==> src/rtl/operand_select_if.sv <==
// Handshake bundle for the operand select stage.
// The slave side is the stage; the master side feeds and drains it.
interface operand_select_if #(
  parameter int WIDTH = 32,
  parameter int NCH   = 4,
  parameter int SELW  = 2
);
  logic [NCH*WIDTH-1:0] in_data;
  logic [SELW-1:0]      in_sel;
  logic                 in_zero;
  logic                 in_valid;
  logic                 in_ready;
  logic [WIDTH-1:0]     out_data;
  logic                 out_valid;
  logic                 out_ready;
  logic                 err_sel;

  modport slave (
    input  in_data, in_sel, in_zero, in_valid, out_ready,
    output in_ready, out_data, out_valid, err_sel
  );

  modport master (
    output in_data, in_sel, in_zero, in_valid, out_ready,
    input  in_ready, out_data, out_valid, err_sel
  );
endinterface

==> src/rtl/operand_select_stage.sv <==
// Channel select / force-zero stage with a head+skid buffer.
// in_ready is registered so it never depends on out_ready.
module operand_select_stage #(
  parameter int WIDTH = 32,
  parameter int NCH   = 4,
  parameter int SELW  = 2
) (
  input logic             clk,
  input logic             rst,
  operand_select_if.slave bus
);

  typedef enum logic [1:0] {
    EMPTY = 2'd0,
    HALF  = 2'd1,
    FULL  = 2'd2
  } state_t;

  state_t           state_q, state_d;
  logic [WIDTH-1:0] head_q, head_d;
  logic [WIDTH-1:0] skid_q, skid_d;
  logic             rdy_q, rdy_d;
  logic             err_q, err_d;

  logic [31:0]      sel_ext;
  logic             sel_bad;
  logic [WIDTH-1:0] chan;
  logic [WIDTH-1:0] result;
  logic             in_xfer;
  logic             out_xfer;

  assign bus.in_ready  = rdy_q;
  assign bus.out_data  = head_q;
  assign bus.out_valid = (state_q != EMPTY);
  assign bus.err_sel   = err_q;

  assign in_xfer  = bus.in_valid && rdy_q;
  assign out_xfer = bus.out_valid && bus.out_ready;

  // Loop mux keeps out-of-range indices from slicing past in_data.
  always_comb begin
    sel_ext = 32'(bus.in_sel);
    sel_bad = (sel_ext >= 32'(NCH));
    chan    = '0;
    for (int k = 0; k < NCH; k++) begin
      if (sel_ext == 32'(k)) begin
        chan = bus.in_data[k*WIDTH +: WIDTH];
      end
    end
    result = (bus.in_zero || sel_bad) ? '0 : chan;
  end

  always_comb begin
    state_d = state_q;
    head_d  = head_q;
    skid_d  = skid_q;
    unique case (state_q)
      EMPTY: begin
        if (in_xfer) begin
          head_d  = result;
          state_d = HALF;
        end
      end
      HALF: begin
        unique case (1'b1)
          in_xfer && out_xfer: begin
            head_d = result;
          end
          in_xfer && !out_xfer: begin
            skid_d  = result;
            state_d = FULL;
          end
          !in_xfer && out_xfer: begin
            head_d  = '0;
            state_d = EMPTY;
          end
          default: ;
        endcase
      end
      FULL: begin
        if (out_xfer) begin
          head_d  = skid_q;
          skid_d  = '0;
          state_d = HALF;
        end
      end
      default: begin
        state_d = EMPTY;
        head_d  = '0;
        skid_d  = '0;
      end
    endcase
    rdy_d = (state_d != FULL);
    err_d = err_q || (in_xfer && sel_bad);
  end

  always_ff @(posedge clk or posedge rst) begin
    if (rst) begin
      state_q <= EMPTY;
      head_q  <= '0;
      skid_q  <= '0;
      rdy_q   <= 1'b0;
      err_q   <= 1'b0;
    end else begin
      state_q <= state_d;
      head_q  <= head_d;
      skid_q  <= skid_d;
      rdy_q   <= rdy_d;
      err_q   <= err_d;
    end
  end

endmodule

==> src/flat_wrapper.sv <==
// flat-port wrapper written by rule: the top's interface ports become plain ports
module operand_select_stage_flat 
#(
  parameter int WIDTH = 32,
  parameter int NCH   = 4,
  parameter int SELW  = 2
)
  (clk, rst, bus_in_data, bus_in_sel, bus_in_zero, bus_in_valid, bus_out_ready, bus_in_ready, bus_out_data, bus_out_valid, bus_err_sel);
  operand_select_if #(.WIDTH(WIDTH), .NCH(NCH), .SELW(SELW)) bus_i ();
  input logic clk;
  input logic rst;
  input wire logic [$bits(bus_i.in_data)-1:0] bus_in_data;
  input wire logic [$bits(bus_i.in_sel)-1:0] bus_in_sel;
  input wire logic [$bits(bus_i.in_zero)-1:0] bus_in_zero;
  input wire logic [$bits(bus_i.in_valid)-1:0] bus_in_valid;
  input wire logic [$bits(bus_i.out_ready)-1:0] bus_out_ready;
  output wire logic [$bits(bus_i.in_ready)-1:0] bus_in_ready;
  output wire logic [$bits(bus_i.out_data)-1:0] bus_out_data;
  output wire logic [$bits(bus_i.out_valid)-1:0] bus_out_valid;
  output wire logic [$bits(bus_i.err_sel)-1:0] bus_err_sel;
  assign bus_i.in_data = bus_in_data;
  assign bus_i.in_sel = bus_in_sel;
  assign bus_i.in_zero = bus_in_zero;
  assign bus_i.in_valid = bus_in_valid;
  assign bus_i.out_ready = bus_out_ready;
  assign bus_in_ready = bus_i.in_ready;
  assign bus_out_data = bus_i.out_data;
  assign bus_out_valid = bus_i.out_valid;
  assign bus_err_sel = bus_i.err_sel;
  operand_select_stage #(.WIDTH(WIDTH), .NCH(NCH), .SELW(SELW)) u_core (.clk(clk), .rst(rst), .bus(bus_i));
endmodule
==> config.mk <==
export PLATFORM = sky130hd
export DESIGN_NAME = operand_select_stage_flat
export DESIGN_NICKNAME = d
export VERILOG_FILES = /design/src/rtl/operand_select_if.sv /design/src/rtl/operand_select_stage.sv /design/src/flat_wrapper.sv
export SDC_FILE = /design/constraint.sdc
export NUM_CORES = 1
export LEC_CHECK = 0
export ABC_AREA = 1
export CORE_MARGIN = 2
export CORE_UTILIZATION = 49
export DETAILED_ROUTE_END_ITERATION = 6
export GPL_ROUTABILITY_DRIVEN = 0
export PLACE_DENSITY = 0.85
export SYNTH_ARGS = -nofsm -noshare
export SYNTH_HDL_FRONTEND = slang
export SYNTH_SLANG_ARGS = --single-unit
export TNS_END_PERCENT = 1
==> constraint.sdc <==
create_clock -name clk -period 4.4 [get_ports clk]
set_input_delay 0.66 -clock clk [delete_from_list [all_inputs] [get_ports clk]]
set_output_delay 0.66 -clock clk [all_outputs]
set_load 0.1 [all_outputs]
# Yosys cells after proc, flatten, opt, wreduce, memory -nomap -nowiden
# Index checks and enable logic that the tools add are counted.
# word_totals
regBits	67
inputBits	135
elab_cells	43
# classes
eq_ne	10
mux	16
bitwise_logic	1
reduce_logical	12
# op_table
cell	count
$mux W32	9
$pmux W32 S3	2
$pmux W32 S2	1
$eq A2 B2 Y1 const B	3
$ne A2 B1 Y1 const B	3
$pmux W2 S3	1
$reduce_and A3 Y1	2
$logic_and A1 B1 Y1	5
$eq A2 B1 Y1 const B	2
$logic_not A2 Y1	2
$mux W2	2
$pmux W2 S2	1
$ne A3 B1 Y1 const B	1
$logic_not A1 Y1	2
$ne A2 B2 Y1 const B	1
$reduce_bool A2 Y1	1
$not A1 Y1	1

# Longest topological paths before layout
# Gate-level depths: netlist of the first run.
# logic_depth
depth_word	8
mapped_depth	10

# Worst setup path before layout of the first run
# No wires, ideal clock.
# synth_path
kind	register to register
from	register u_core.rdy_q (netlist: u_core.bus.in_ready)
to	register u_core.skid_q[1]
arrival_time_ns	1.912
t_required_ns	4.305
setup_slack_ns	2.392
stages_incl_launch_ff	6
n_path_buf	1
synth_period_minus_slack_ns	2.008
path_cell_list	dfrtp_1 nand2_1 nand2_1 nand2_1 buf_2 o31ai_1
# synth_via
elab_chain_len	4
# synth_lines
element	line	rtl
start, declared	operand_select_stage.sv:22	logic rdy_q, rdy_d;
start signal, assigned	operand_select_stage.sv:108	rdy_q <= rdy_d;
$logic_and A1 B1 Y1	operand_select_stage.sv:37	assign in_xfer = bus.in_valid && rdy_q;
$logic_and A1 B1 Y1	operand_select_stage.sv:69	in_xfer && !out_xfer: begin
$ne A2 B1 Y1 (no line)	-	
$reduce_and A3 Y1 (no line)	-	
end signal, assigned	operand_select_stage.sv:107	skid_q <= skid_d;
end, declared	operand_select_stage.sv:21	logic [WIDTH-1:0] skid_q, skid_d;
# Every way passes these cells.
# A chain may end at the register's enable or synchronous reset.

# Worst setup path after layout of the first run
# layout_path
from	register u_core.state_q[0]
to	output bus_out_valid
# layout_via
elab_chain_len	1
# layout_lines
element	line	rtl
start, declared	operand_select_stage.sv:19	state_t state_q, state_d;
start signal, assigned	operand_select_stage.sv:105	state_q <= state_d;
$reduce_bool A2 Y1	operand_select_stage.sv:34	assign bus.out_valid = (state_q != EMPTY);
end, declared	flat_wrapper.sv:19	output wire logic [$bits(bus_i.out_valid)-1:0] bus_out_valid;
# Every way passes these cells.

==> metrics.csv, run 1 <==
metric,value,unit
comb_power_share,57.3,%
leakage,0.00300,µW
ys_async_sr_fraction,100,%
synth-main-ff-cell,dfrtp_1,
final_cell_mix,"261 x nand2_1, 168 x clkdlybuf4s50_1, 81 x nor2_1, 78 x nand3_1, 67 x dfrtp_1",
synth_area,4550,µm²
htreeDepth,3,
period_minus_slack,3.32,ns
reg2reg_depth,7,
synth_top_family_by_area,simple AND/OR/NAND/NOR gates,
viasPerCell,5.64,
antenna_found_initial,0,
endpoint_kind,primary output,
rows,35,
slew_viol_final,0,
synth_edf_count,0,
dpl_cell_area,6150,µm²
fin_skew,0.00895,ns
synth_seq_cells,67,
synth_xor_area_share,0.193,%
grt_pass1_wl,24.1,mm
die_h,100,µm
final_common_cell,nand2_1,
core_area,9110,µm²
cts_sinks,67,
dp_hpwl,10.4,mm
intPower,1650,µW
wirelength,15.3,mm
initial_utilization,49.9,%
synthSimpleGateAreaFrac,45.4,%
grt_pass1_vias,5338,
synthDistinctLibCells,23,
pwr-share-seq,28.2,%
synth_warnings,0,
post-cts-setup-buffers,0,
setup_viol,0,
antenna_cells,0,
postRouteAntennaNets,0,
synth.avg_cell_area,6.52,µm²
switchingPower,1900,µW
drtIter0Drc,316,
design_area,6350,µm²
overflow,0,
hold_ws,0.486,ns
path_class,flop to primary output,
critPathMaxFanout,20,
hold_buffers,0,
cts_resized,0,
setup_ws,1.08,ns
max-slew-margin-rel,17.6,%
cts_tree,built,
cts_root_buf,clkbuf_8,
die_w,100,µm
syn_nets,832,
holdCritPathClass,flop to flop,
timing.setup.tns,0,ns
startpoint_type,flop,
cts_made_buffers,9,
drv_cap,0,
synth-compound-area-share,8.64,%
syn_inst,697,
io_pins,170,
clock_power_share,14.5,%
clock.fmax,0.302,GHz
portBuffers,168,
worst_slew_pin_slew,1.23,ns
power.share.switching,53.5,%
rsz0062_at_grt,false,
cts.clk_slew.worst_paths,0.08,ns
nFillCells,779,
wire_per_inst,16.1,µm
clk_latency,0.36,ns
firstDrtPassIters,5,
irDropWorstVdd,0.377,mV
hold_violations,0,
layout-drive-gt1-share,4.05,%
num_vias,5354,
clockBufferDepth,2,
fin_nets,969,
power_density,559,nW/µm²
post-route-drc-count,0,
run_status,"complete, no violations",
place_ws,1.24,ns
area_delta_synth_final,39.6,%
synth_adder_area_share,0,%
grtUsageTotal,30.4,%
arrival,2.66,ns
grt_max_degree,65,
ys_seq_area_share,36.9,%
period_share,75.4,%
synth_mux_area_share,0,%
whs_path_depth,2,
die_area,10100,µm²
crit_required,3.74,ns
## critical path, cell delays in order (launching register included)
cell             delay (ns)
dfrtp_1                0.46
nor2_4                 0.43
inv_2                  0.33
clkdlybuf4s50_1        1.06
## cells by family (layout without fill, tap and decap cells)
| group | Yosys count | in the layout |
|---|---|---|
| AND/OR/NAND/NOR | 474 | 474 |
| buffers and inverters | 84 | 226 |
| AO/OA/AOI/OAI | 70 | 70 |
| flip-flops | 67 | 67 |
| other | 1 | 1 |
| XOR/XNOR | 1 | 1 |
## state kept, by name, summed over array words and instances (netlist names)
| name | cells |
|---|---|
| u_core.state_q | 2 |
| u_core.bus.in_ready | 1 |
| u_core.skid_q | 32 |
| u_core.bus.out_data | 32 |
## cells in the mapped netlist (14+ instances only)
| library cell | n | share of area, % |
|---|---|---|
| nand2_1 | 262 | 22 |
| nor2_1 | 82 | 6.8 |
| nand3_1 | 78 | 8.6 |
| dfrtp_1 | 67 | 37 |
| o21ai_0 | 36 | 4.0 |
| inv_1 | 32 | 2.6 |
| nand4_1 | 32 | 4.4 |
| buf_2 | 20 | 2.2 |
| o31ai_1 | 17 | 2.8 |
| o21ai_1 | 16 | 1.8 |
| clkbuf_1 | 15 | 1.2 |
| nand3b_1 | 14 | 2.3 |
## final cells by class
type	count	area, µm²	area share (%)
Clock inverter	5	52.6	0.828
Tap cell	111	139	2.19
Clock buffer	11	141	2.23
Multi-Input combinational cell	546	2470	39.0
Sequential cell	67	1680	26.4
Timing Repair Buffer	174	1730	27.2
Inverter	36	135	2.13
## metrics by stage
step	util, %	power, µW	cells
2_1_floorplan	-	2500	697
3_3_place_gp	67.5	2970	934
3_5_place_dp	67.5	3020	934
4_1_cts	69.7	3530	950
5_1_grt	69.7	3720	950
6_report	69.7	3550	950
## metal layers
layer	up-vias	GRT usage (%)	wire length (µm)
li1	2542	-	-
met1	2427	34.2	5730
met2	346	53.1	7260
met3	39	8.36	1790
met4	0	15.1	525
met5	-	0	0
## power groups by stage
stage | Sequential (µW) | Clock (µW) | Combinational [µW]
after global routing | 1020 | 541 | 2160
after floorplan | 1660 | 0 | 836
after CTS | 995 | 514 | 2020
after detailed placement | 1000 | 0 | 2020
final | 1000 | 514 | 2030
after global placement | 997 | 0 | 1980
## final timing paths
path,start,endpoint,slack [ns]
min in group asynchronous,rst,u_core.bus.out_data[3]$_DFFE_PP0P_,0.78
hold / removal,u_core.bus.out_data[11]$_DFFE_PP0P_,u_core.bus.out_data[11]$_DFFE_PP0P_,0.49
hold reg to reg,u_core.bus.out_data[11]$_DFFE_PP0P_,u_core.bus.out_data[11]$_DFFE_PP0P_,0.49
setup / recovery,u_core.state_q[0]$_DFF_PP0_,bus_out_valid,1.08
max in group asynchronous,rst,u_core.skid_q[16]$_DFFE_PP0P_,2.71
setup reg to reg,u_core.state_q[0]$_DFF_PP0_,u_core.bus.out_data[7]$_DFFE_PP0P_,1.64
No activity file was read; power rests on OpenSTA's default activity.
==> run 2, diff against run 1 <==
--- a/config.mk
+++ b/config.mk
@@ -7,10 +7,10 @@
 export LEC_CHECK = 0
 export ABC_AREA = 1
 export CORE_MARGIN = 2
-export CORE_UTILIZATION = 49
+export CORE_UTILIZATION = 41
 export DETAILED_ROUTE_END_ITERATION = 6
 export GPL_ROUTABILITY_DRIVEN = 0
-export PLACE_DENSITY = 0.85
+export PLACE_DENSITY = 0.76
 export SYNTH_ARGS = -nofsm -noshare
 export SYNTH_HDL_FRONTEND = slang
 export SYNTH_SLANG_ARGS = --single-unit
==> constraint.sdc (replaced) <==
create_clock -name clk -period 2.9 [get_ports clk]
set_input_delay 0.435 -clock clk [delete_from_list [all_inputs] [get_ports clk]]
set_output_delay 0.435 -clock clk [all_outputs]
set_load 0.1 [all_outputs]
==> run 2 against run 1 <==
  * Flip-flop and latch count did not move
  * Worst hold slack got worse by 0.013 ns
  * Core utilization fell by 11 points
  * Sequential power rose by 52%
  * Via count fell by 1.6%
  * Total power rose by 51%
  * Cell area rose by 0.47%
  * Cell count rose by 3.7%
  * Die area rose by 19%
==> metrics.csv, run 2 (synthesis gave the netlist of run 1 again) <==
metric,value,unit
hold_violations,0,
period_share,73.3,%
cts_made_buffers,9,
run_status,"complete, no violations",
overflow,0,
design_area,6380,µm²
die_h,109,µm
holdCritPathClass,primary input to async pin,
power,5350,µW
worst_slew_pin_slew,0.845,ns
cts_root_buf,clkbuf_8,
core_area,10800,µm²
cts_sinks,67,
period_minus_slack,2.13,ns
antenna_cells,0,
slew_viol_final,0,
rsz0062_at_grt,false,
leakage,0.00309,µW
power_density,840,nW/µm²
cts_resized,0,
die_w,109,µm
dp_hpwl,10.5,mm
num_vias,5269,
clk_latency,0.35,ns
cts.clk_slew.worst_paths,0.08,ns
drtIter0Drc,322,
area_delta_synth_final,40.2,%
final_cell_mix,"261 x nand2_1, 134 x clkdlybuf4s50_1, 81 x nor2_1, 78 x nand3_1, 67 x dfrtp_1",
rows,38,
fin_skew,0.0121,ns
grt_max_degree,68,
firstDrtPassIters,6,
viasPerCell,5.35,
drv_cap,0,
layout-drive-gt1-share,8.76,%
critPathMaxFanout,22,
reg2reg_depth,6,
io_pins,170,
r2r_start,u_core.state_q[0]$_DFF_PP0_,
clock.fmax,0.470,GHz
post-route-drc-count,0,
die_area,11900,µm²
startpoint_type,primary input,
max-slew-margin-rel,43.6,%
clockBufferDepth,2,
grtUsageTotal,25.7,%
postRouteAntennaNets,0,
irDropWorstVdd,0.687,mV
initial_utilization,41.9,%
portBuffers,168,
arrival,2.37,ns
hold_buffers,0,
wire_per_inst,15.3,µm
htreeDepth,3,
endpoint_kind,flop,
dpl_cell_area,6190,µm²
path_class,primary input to flop,
cts_tree,built,
r2r_end,u_core.bus.out_data[31]$_DFFE_PP0P_,
timing.setup.tns,0,ns
fin_nets,976,
grt_pass1_vias,5103,
crit_required,3.14,ns
final_cells,985,
setup_viol,0,
wirelength,15.1,mm
post-cts-setup-buffers,0,
grt_pass1_wl,24.1,mm
final_common_cell,nand2_1,
reg2reg_slack,0.80,ns
antenna_found_initial,0,
numPlacedInstances,970,
==> run 2: cell types whose count changed in the layout (fill, tap and decap cells not counted), sizes merged <==
| cell | change |
|---|---|
| clkinv | -1 |
| buf | +41 |
| clkdlybuf4s50 | -34 |
| clkinvlp | +1 |
| clkbuf | -1 |
==> run 2: layer usage <==
| layer | global-route usage, % | vias to the layer above | share of wire [%] |
|---|---|---|---|
| li1 | - | 2555 | - |
| met1 | 31.2 | 2443 | 39 |
| met2 | 45.0 | 245 | 51 |
| met3 | 5.51 | 26 | 7.5 |
| met4 | 9.13 | 0 | 2.4 |
| met5 | 0 | - | 0 |
==> run 2: stage by stage <==
step | hold slack (ns) | setup slack [ns] | util, %
3_3_place_gp | 0.464 | 0.489 | 57.1
2_1_floorplan | 0.452 | 0.782 | -
6_report | 0.473 | 0.774 | 58.8
3_5_place_dp | 0.470 | 0.417 | 57.1
5_1_grt | 0.494 | 0.608 | 58.8
4_1_cts | 0.488 | 0.777 | 58.8
==> run 2: how the worst max path moves through the flow <==
stage	startpoint	to	slack [ns]	cells past startpoint
6_report	bus_in_sel[0]	u_core.bus.out_data[26]$_DFFE_PP0P_	0.77	10
4_1_cts	bus_in_sel[0]	u_core.bus.out_data[26]$_DFFE_PP0P_	0.78	10
3_3_place_gp	bus_in_sel[0]	u_core.bus.out_data[26]$_DFFE_PP0P_	0.49	10
3_5_place_dp	bus_in_sel[0]	u_core.bus.out_data[25]$_DFFE_PP0P_	0.42	10
5_1_grt	u_core.state_q[0]$_DFF_PP0_	u_core.bus.out_data[16]$_DFFE_PP0P_	0.61	6
2_1_floorplan	rst	u_core.bus.in_ready$_DFF_PP0_	0.78	1
==> run 2: power breakdown <==
| part | internal, µW | switching (µW) | leakage, µW |
|---|---|---|---|
| registers | 1290 | 221 | 0.000890 |
| logic | 775 | 2300 | 0.00212 |
| clock network | 390 | 376 | 0.0000881 |
| total | 2460 | 2890 | 0.00309 |
==> run 2: critical path: stages <==
cell and delay [ns]:
clkdlybuf4s50_1 0.66, nor2_4 0.42, buf_12 0.21, nand2_1 0.06, nand3_1 0.14, nand2_1 0.11
nand4_1 0.11, nand3_1 0.10, nand2_1 0.07, nand2_1 0.05
==> run 2: final cells by class <==
class	instances	area (µm²)
fillers	999	4460
multi-input cells	546	2470
repair buffers	181	1730
flip-flops and latches	67	1680
well taps	140	175
inverters	36	135
clock buffers	10	128
clock inverters	5	55.1
==> run 3, diff against run 2 <==
==> constraint.sdc (replaced) <==
create_clock -name clk -period 1.8 [get_ports clk]
set_input_delay 0.27 -clock clk [delete_from_list [all_inputs] [get_ports clk]]
set_output_delay 0.27 -clock clk [all_outputs]
set_load 0.1 [all_outputs]
==> run 3 against run 2 <==
  * Worst hold slack got worse by 0.27 ns
  * Clock power increased by 68%
  * Die area unchanged
  * Total power grew 72%
  * Critical path depth fell by 6
  * Critical path type is now flop to primary output
  * Critical endpoint is now bus_out_valid
  * Largest cell class unchanged
==> metrics.csv, run 3 (synthesis gave the netlist of run 1 again) <==
metric,value,unit
drtIter0Drc,425,
core_area,10800,µm²
top_layer,met4,
slew_viol_final,0,
postRouteAntennaNets,0,
cts_sinks,67,
grt_pass1_wl,25.3,mm
cts_tree,built,
rsz0062_at_grt,false,
drv_cap,0,
crit_slowest_cell,dfrtp_2,
hold_ws,0.204,ns
grtUsageTotal,26.8,%
power.share.switching,51.9,%
firstDrtPassIters,6,
cp_num_buf_inv,3,
run_status,"complete, no violations",
initial_utilization,41.9,%
irDropWorstVdd,1.06,mV
grt_max_degree,37,
overflow,0,
final_cell_mix,"261 x nand2_1, 134 x clkdlybuf4s50_1, 81 x nor2_1, 78 x nand3_1, 66 x dfrtp_1",
met1_length,5.97,mm
switchingPower,4780,µW
die_w,109,µm
startpoint_type,flop,
pwr-share-seq,27.0,%
clockBufferDepth,2,
post-route-drc-count,0,
hold_buffers,0,
place_ws,-0.159,ns
crit_required,1.53,ns
final_common_cell,nand2_1,
portBuffers,168,
fin_skew,0.00570,ns
layout-drive-gt1-share,11.4,%
power_density,1350,nW/µm²
fin_util,62.9,%
timing.setup.tns,0,ns
die_area,11900,µm²
cts_root_buf,clkbuf_8,
antenna_cells,0,
comb_power_share,58.9,%
endpoint_kind,primary output,
final_cells,1009,
io_pins,170,
path_class,flop to primary output,
cts_made_buffers,9,
wire_per_inst,15.3,µm
wirelength,15.4,mm
area_delta_synth_final,50.1,%
crit_chain,"nor2_4, inv_4, buf_4, buf_12",
period_share,96.2,%
nFillCells,970,
hold_violations,0,
antenna_found_initial,0,
critPathMaxFanout,11,
rows,38,
route.met2.wl,7.77,mm
arrival,1.46,ns
intPower,4430,µW
num_vias,5383,
viasPerCell,5.33,
dp_hpwl,11.4,mm
max_stage_delay,0.47,ns
grt_pass1_vias,5454,
holdCritPathClass,primary input to async pin,
clk_latency,0.34,ns
fin_nets,999,
clock.fmax,0.578,GHz
path_delay_family,buffers and inverters,
period_minus_slack,1.73,ns
die_h,109,µm
wl_met3,1.24,mm
setup_viol,0,
cts.clk_slew.worst_paths,0.08,ns
post-cts-setup-buffers,0,
clock_power_share,14.0,%
leakage,0.00329,µW
setup_ws,0.0688,ns
htreeDepth,3,
numPlacedInstances,993,
[run 3: metrics by stage]
step	power (µW)	cell area (µm²)
after floorplan	6110	4550
after global placement	7770	6620
after detailed placement	7890	6620
after CTS	9190	6820
after global routing	9730	6820
final	9210	6820
[run 3: layout make-up]
class / count / area (µm²) / area share (%)
clock buffers: 11 / 141 / 2.07
repair buffers: 204 / 2150 / 31.6
multi-input cells: 546 / 2470 / 36.3
inverters: 36 / 138 / 2.02
flip-flops and latches: 67 / 1680 / 24.6
clock inverters: 5 / 61.3 / 0.899
well taps: 140 / 175 / 2.57
[run 3: power groups by stage]
stage / registers (µW) / logic, µW / clock network [µW]
3_5_place_dp: 2490 / 5400 / 0
3_3_place_gp: 2480 / 5290 / 0
2_1_floorplan: 4060 / 2040 / 0
5_1_grt: 2560 / 5790 / 1380
4_1_cts: 2480 / 5410 / 1300
6_report: 2490 / 5420 / 1290
[run 3: repair_timing]
action,in CTS,in global routing
pin swaps,0,0
cloned,0,0
gates resized for setup,1,1
setup endpoints to repair,1,1
[run 3: per-layer routing]
layer / GRT usage (%) / vias to the layer above
met5: 0 / -
met4: 11.3 / 0
met3: 4.27 / 43
met2: 48.5 / 274
met1: 31.5 / 2464
li1: - / 2602
[run 3: worst paths after layout]
check / depth (start not counted) / startpoint / endpoint / slack, ns
worst max-delay path: 4 / u_core.state_q[0]$_DFF_PP0_ / bus_out_valid / 0.07
worst min-delay path: 2 / rst / u_core.bus.out_data[22]$_DFFE_PP0P_ / 0.20
worst max register to register: 8 / u_core.state_q[0]$_DFF_PP0_ / u_core.bus.out_data[29]$_DFFE_PP0P_ / 0.26
worst min register to register: 2 / u_core.bus.out_data[14]$_DFFE_PP0P_ / u_core.bus.out_data[14]$_DFFE_PP0P_ / 0.48
max in group asynchronous: 3 / rst / u_core.skid_q[5]$_DFFE_PP0P_ / 1.11
min in group clk: 2 / u_core.bus.out_data[14]$_DFFE_PP0P_ / u_core.bus.out_data[14]$_DFFE_PP0P_ / 0.48
